File: src/rtl/i2s_pkg.sv
// Shared definitions for the i2s sample FIFO: FIFO state encoding and default sample width.
package i2s_pkg;

    localparam int DATA_BIT_DEFAULT = 16;

    typedef enum logic {
        PRIME = 1'b0,
        RUN   = 1'b1
    } state_t;

endpackage

File: src/rtl/i2s_fifo_ram.sv
// Frame storage for the i2s sample FIFO: synchronous write, asynchronous read, contents not reset.
module i2s_fifo_ram #(
    parameter int WIDTH = 32,
    parameter int DEPTH = 16
) (
    input  logic                     clk,
    input  logic                     we,
    input  logic [$clog2(DEPTH)-1:0] wr_addr,
    input  logic [WIDTH-1:0]         wr_data,
    input  logic [$clog2(DEPTH)-1:0] rd_addr,
    output logic [WIDTH-1:0]         rd_data
);

    logic [WIDTH-1:0] mem [DEPTH];

    always_ff @(posedge clk) begin
        if (we) begin
            mem[wr_addr] <= wr_data;
        end
    end

    assign rd_data = mem[rd_addr];

endmodule

File: src/rtl/i2s_sample_fifo.sv
// Stereo sample FIFO between a frame producer and an i2s transmitter; withholds samples
// (sending silence) until PRIME frames are buffered and re-primes after an underflow.
module i2s_sample_fifo #(
    parameter int DATA_BIT = i2s_pkg::DATA_BIT_DEFAULT,
    parameter int DEPTH    = 16,
    parameter int PRIME    = DEPTH / 2
) (
    input  logic                     i_clk_12_288,
    input  logic                     i_reset_n,
    input  logic                     i_wr_valid,
    output logic                     o_wr_ready,
    input  logic [DATA_BIT-1:0]      i_wr_l,
    input  logic [DATA_BIT-1:0]      i_wr_r,
    input  logic                     i_data_ready,
    input  logic                     i_flush,
    output logic [DATA_BIT-1:0]      o_audio_l,
    output logic [DATA_BIT-1:0]      o_audio_r,
    output logic [$clog2(DEPTH):0]   o_level,
    output logic                     o_underflow,
    output logic                     o_priming
);

    import i2s_pkg::*;

    localparam int PTR_W = $clog2(DEPTH);
    localparam int LVL_W = PTR_W + 1;
    localparam logic [LVL_W-1:0] DEPTH_LVL = LVL_W'(DEPTH);
    localparam logic [LVL_W-1:0] PRIME_LVL = LVL_W'(PRIME);

    state_t                    state;
    state_t                    state_nx;
    logic [PTR_W-1:0]          wr_ptr;
    logic [PTR_W-1:0]          rd_ptr;
    logic [2*DATA_BIT-1:0]     rd_frame;
    logic                      push;
    logic                      pop;
    logic                      underflow_evt;
    logic                      in_run;

    assign in_run        = (state == i2s_pkg::RUN);
    assign o_wr_ready    = (o_level < DEPTH_LVL) && !i_flush;
    assign push          = i_wr_valid && o_wr_ready;
    // A request is judged against the registered level, so a same-cycle push into an
    // empty FIFO cannot rescue it: the request underflows and the push is still stored.
    assign pop           = in_run && i_data_ready && (o_level != '0) && !i_flush;
    assign underflow_evt = in_run && i_data_ready && (o_level == '0) && !i_flush;

    i2s_fifo_ram #(
        .WIDTH (2 * DATA_BIT),
        .DEPTH (DEPTH)
    ) u_ram (
        .clk     (i_clk_12_288),
        .we      (push),
        .wr_addr (wr_ptr),
        .wr_data ({i_wr_l, i_wr_r}),
        .rd_addr (rd_ptr),
        .rd_data (rd_frame)
    );

    always_ff @(posedge i_clk_12_288 or negedge i_reset_n) begin
        if (!i_reset_n) begin
            state <= i2s_pkg::PRIME;
        end else begin
            state <= state_nx;
        end
    end

    always_comb begin
        state_nx = state;
        if (i_flush) begin
            state_nx = i2s_pkg::PRIME;
        end else begin
            case (state)
                i2s_pkg::PRIME: if (o_level >= PRIME_LVL) state_nx = i2s_pkg::RUN;
                i2s_pkg::RUN:   if (underflow_evt)        state_nx = i2s_pkg::PRIME;
                default:                                  state_nx = i2s_pkg::PRIME;
            endcase
        end
    end

    always_comb begin
        o_priming = (state == i2s_pkg::PRIME);
    end

    always_ff @(posedge i_clk_12_288 or negedge i_reset_n) begin
        if (!i_reset_n) begin
            wr_ptr  <= '0;
            rd_ptr  <= '0;
            o_level <= '0;
        end else if (i_flush) begin
            wr_ptr  <= '0;
            rd_ptr  <= '0;
            o_level <= '0;
        end else begin
            if (push) wr_ptr <= wr_ptr + PTR_W'(1);
            if (pop)  rd_ptr <= rd_ptr + PTR_W'(1);
            case ({push, pop})
                2'b10:   o_level <= o_level + LVL_W'(1);
                2'b01:   o_level <= o_level - LVL_W'(1);
                default: o_level <= o_level;
            endcase
        end
    end

    // Output samples only move on a request (or flush/reset) and hold in between, giving
    // the transmitter one full request period of latency.
    always_ff @(posedge i_clk_12_288 or negedge i_reset_n) begin
        if (!i_reset_n) begin
            o_audio_l   <= '0;
            o_audio_r   <= '0;
            o_underflow <= 1'b0;
        end else if (i_flush) begin
            o_audio_l   <= '0;
            o_audio_r   <= '0;
            o_underflow <= 1'b0;
        end else begin
            o_underflow <= underflow_evt;
            if (i_data_ready) begin
                if (pop) begin
                    o_audio_l <= rd_frame[2*DATA_BIT-1:DATA_BIT];
                    o_audio_r <= rd_frame[DATA_BIT-1:0];
                end else begin
                    o_audio_l <= '0;
                    o_audio_r <= '0;
                end
            end
        end
    end

endmodule

File: config.mk
export PLATFORM = sky130hd
export DESIGN_NAME = i2s_sample_fifo
export DESIGN_NICKNAME = d
export VERILOG_FILES = /design/src/rtl/i2s_pkg.sv /design/src/rtl/i2s_fifo_ram.sv /design/src/rtl/i2s_sample_fifo.sv
export SDC_FILE = /design/constraint.sdc
export NUM_CORES = 1
export LEC_CHECK = 0
export CELL_PAD_IN_SITES_DETAIL_PLACEMENT = 0
export CELL_PAD_IN_SITES_GLOBAL_PLACEMENT = 1
export CORE_MARGIN = 2
export CORE_UTILIZATION = 54
export DETAILED_ROUTE_END_ITERATION = 8
export PLACE_DENSITY = 0.86
export SYNTH_ARGS = -nofsm -noshare
export SYNTH_HDL_FRONTEND = slang
export SYNTH_HIERARCHICAL = 1
export SYNTH_SLANG_ARGS = --single-unit
File: constraint.sdc
create_clock -name i_clk_12_288 -period 5.7 [get_ports i_clk_12_288]
set_input_delay 1.14 -clock i_clk_12_288 [delete_from_list [all_inputs] [get_ports i_clk_12_288]]
set_output_delay 1.14 -clock i_clk_12_288 [all_outputs]
set_load 0.01 [all_outputs]
==> results.md <==
* Overflow after GRT at 0
* Design Power at 8.18 mW
* Number of synthesized flops with an enable pin at 512
* GP Congestion at 0.783
* Largest cells by area after synthesis: edfxtp_1 73%, mux4_2 14%, dfrtp_1 5.6%, a22oi_1 2.3%, a22o_1 1.3%
* Req. time, crit path at 4.56 ns
* F_max at 258 MHz
* Static Leak at 7.67 nW
* Num CTS Buffers at 52
* PD cells at 335 nW/um^2
* Sequential element share of the synthesized area at 0.781
* # rows at 72
* Clock transition at the registers of the reported paths at 0.06 ns
* Critical path type: primary input to output pin
* Port Buffers at 76
* Postcts setup bufs at 0
* NetSw at 1.56 mW
* Ant diodes at 0
* Ports at 77
* Post-route DRC at 0
* WL final at 44400 um
* CTS tree: built
* Final setup margin at 1.83 ns
* Cell internal pwr at 6.62 mW
* Worst path cell trace: clkdlybuf4s50_1, nor2_1, clkdlybuf4s50_1
* Area growth from synthesis to layout at 15.0%
* Die area at 40800 um^2
* # H-tree levels at 2
* Ys flop type: edfxtp_1
* Setup_tns at 0 ns
* DR iter-0 viols at 1140
* Initial Util at 0.548
* Setup Skew at 0.0184 ns
* Buf/Inv on CP at 2
* Asr flop ratio synth at 0.0841
* Core ar. at 38600 um^2
* Vias per cell at 6.35
* Most frequent cells after synthesis: 512 x edfxtp_1, 128 x mux4_2, 64 x a22oi_1
* Status: finished, final reports clean
* Relative contribution of sequential cells to total power at 0.553
* Yosys warning total at 6
* Data arrival, critical path at 2.73 ns
* Crit-path slowest cell: clkdlybuf4s50_1
* Chip height at 202 um
* WL/cell at 27.3 um
* Crit path max-delay family: buffers and inverters
* Hold/Removal Path Class: flop to flop
* Synth Net Count at 1011
* Global-route wire length before repair at 67100 um
* Aggregate global-route resource usage at 0.223
* Clock power share at 0.426
* Clk_lat worst skew at 0.57 ns
* Initial antenna violation count at 0
* Post-Synthesis Cells at 970
* Critical path peak fanout at 21
* Critical Path Most Common Cell: clkdlybuf4s50_1
* Hold violation count in the final report at 0
* Hold Buf Count CTS at 0
* Layout Nets at 1106
* Final-report setup violation count at 0
* CTS Sinks at 559
* # fillers at 2499
* Element type at the critical path end: output pin
* Syn_area_per_cell at 21.8 um^2
* Antenna-violating nets left at 0
* Clk root buf: clkbuf_16
* Max_slew headroom at 0.172
* Die W at 202 um
* Post-synth top area cell: edfxtp_1
* Fin. max-slew vios at 0
* Critical Path Max Stage Delay at 0.81 ns
* Comb power frac at 0.021
* Post-DP HPWL at 23900 um
* Vias in the first global route at 10600
* Maximum root-to-sink buffer count at 3
* Drt first pass iters at 7
* Largest net degree at the start of global routing at 67
* Slew @ Worst Pin at 1.24 ns
* Max-cap violations at 0
* Synth Cell Area at 21200 um^2
* Unrepaired setup endpoints after global routing: false
* Most frequent cell after synthesis: edfxtp_1
* PostCTS Resize Cnt at 0
* Peak VDD IR at 0.207 mV
* Tmin final at 3.87 ns
* Via count at 10300
* #FFs+latches synth at 559
* Crit start category: primary input
* Layout cells sized above 1 at 0.226
* Fin crit share at 0.679
* Switching Fraction at 0.191
* Pre-CTS WS at 1.27 ns
* Yosys cell types at 38
* Share of the synthesized area in the top cell type at 0.726
==> cells by family (layout without fill, tap and decap cells) <==
| kind of cell | count (synthesis) | after routing | synth area share |
|---|---|---|---|
| flip-flops | 559 | 559 | 0.781 |
| XOR/XNOR | 8 | 8 | 0.00331 |
| multiplexers | 130 | 130 | 0.137 |
| buffers and inverters | 55 | 191 | 0.0126 |
| AND/OR/NAND/NOR | 103 | 103 | 0.0224 |
| AO/OA/AOI/OAI | 111 | 111 | 0.0412 |
| adder cells (fa/ha/maj) | 4 | 4 | 0.00236 |
==> layout by cell type (no fill, tap or decap), types with 5 or more instances in the layout <==
cell type          n
clkinv_2           9
edfxtp_1         512
clkbuf_1          13
a22oi_1           64
nand2_1           38
clkinv_1           7
buf_4             16
nand3b_1           5
mux4_2           128
a22o_1            32
clkbuf_16         53
nor2_4            14
nor3_1             7
bufinv_16          7
clkdlybuf4s50_1   75
dfrtp_1           45
nor2_1            14
==> metal layers <==
metal	global-route usage	routed length, um
met1	0.322	18200
met2	0.358	22100
met3	0.0361	3210
met4	0.0644	939
met5	0	0
==> power by group through the flow <==
stage	registers, mW	clock network [mW]	logic (mW)
global placement	4.60	0	0.166
CTS	4.52	3.53	0.173
floorplan	4.60	0	0.0551
detailed placement	4.61	0	0.172
global route	4.52	3.69	0.188
finish	4.52	3.48	0.171
==> metrics by stage <==
| step | cell area [um^2] | hold slack (ns) | util | instances |
|---|---|---|---|---|
| final | 24400 | 0.503 | 0.631 | 1624 |
| after global routing | 24400 | 0.517 | 0.631 | 1624 |
| after CTS | 24400 | 0.509 | 0.631 | 1624 |
| after detailed placement | 22700 | 0.494 | 0.586 | 1529 |
| after global placement | 22700 | 0.489 | 0.586 | 1529 |
| after floorplan | 21200 | 0.544 | - | 970 |
==> registers in the layout, summed over array words and instances (netlist names) <==
name / cells
wr_ptr: 4
o_audio_r: 16
o_audio_l: 16
u_ram/mem: 512
o_underflow: 1
rd_ptr: 4
o_level: 5
in_run: 1
==> area by class of cell <==
cell class	count	area, um^2	area share
sequential	559	16600	0.679
multi-input combinational	356	4520	0.186
tap	518	648	0.0266
clock buffer	69	1420	0.0581
inverter	2	7.51	0.000308
timing repair buffer	94	916	0.0376
clock inverter	26	304	0.0125
==> worst paths after layout <==
check,from,endpoint,slack [ns],cells after the start
min in group asynchronous,i_reset_n,o_level[0]$_DFFE_PN0P_,0.70,2
max in group asynchronous,i_reset_n,rd_ptr[1]$_DFFE_PN0P_,4.48,2
worst max register to register,o_level[4]$_DFFE_PN0P_,u_ram/mem[2][15]$_DFFE_PP_,2.72,4
worst min register to register,o_audio_r[7]$_DFFE_PN0P_,o_audio_r[7]$_DFFE_PN0P_,0.50,1
worst max-delay path,i_flush,o_wr_ready,1.83,3
worst min-delay path,o_audio_r[7]$_DFFE_PN0P_,o_audio_r[7]$_DFFE_PN0P_,0.50,1
Note: power is estimated with default switching activity, not from simulation.
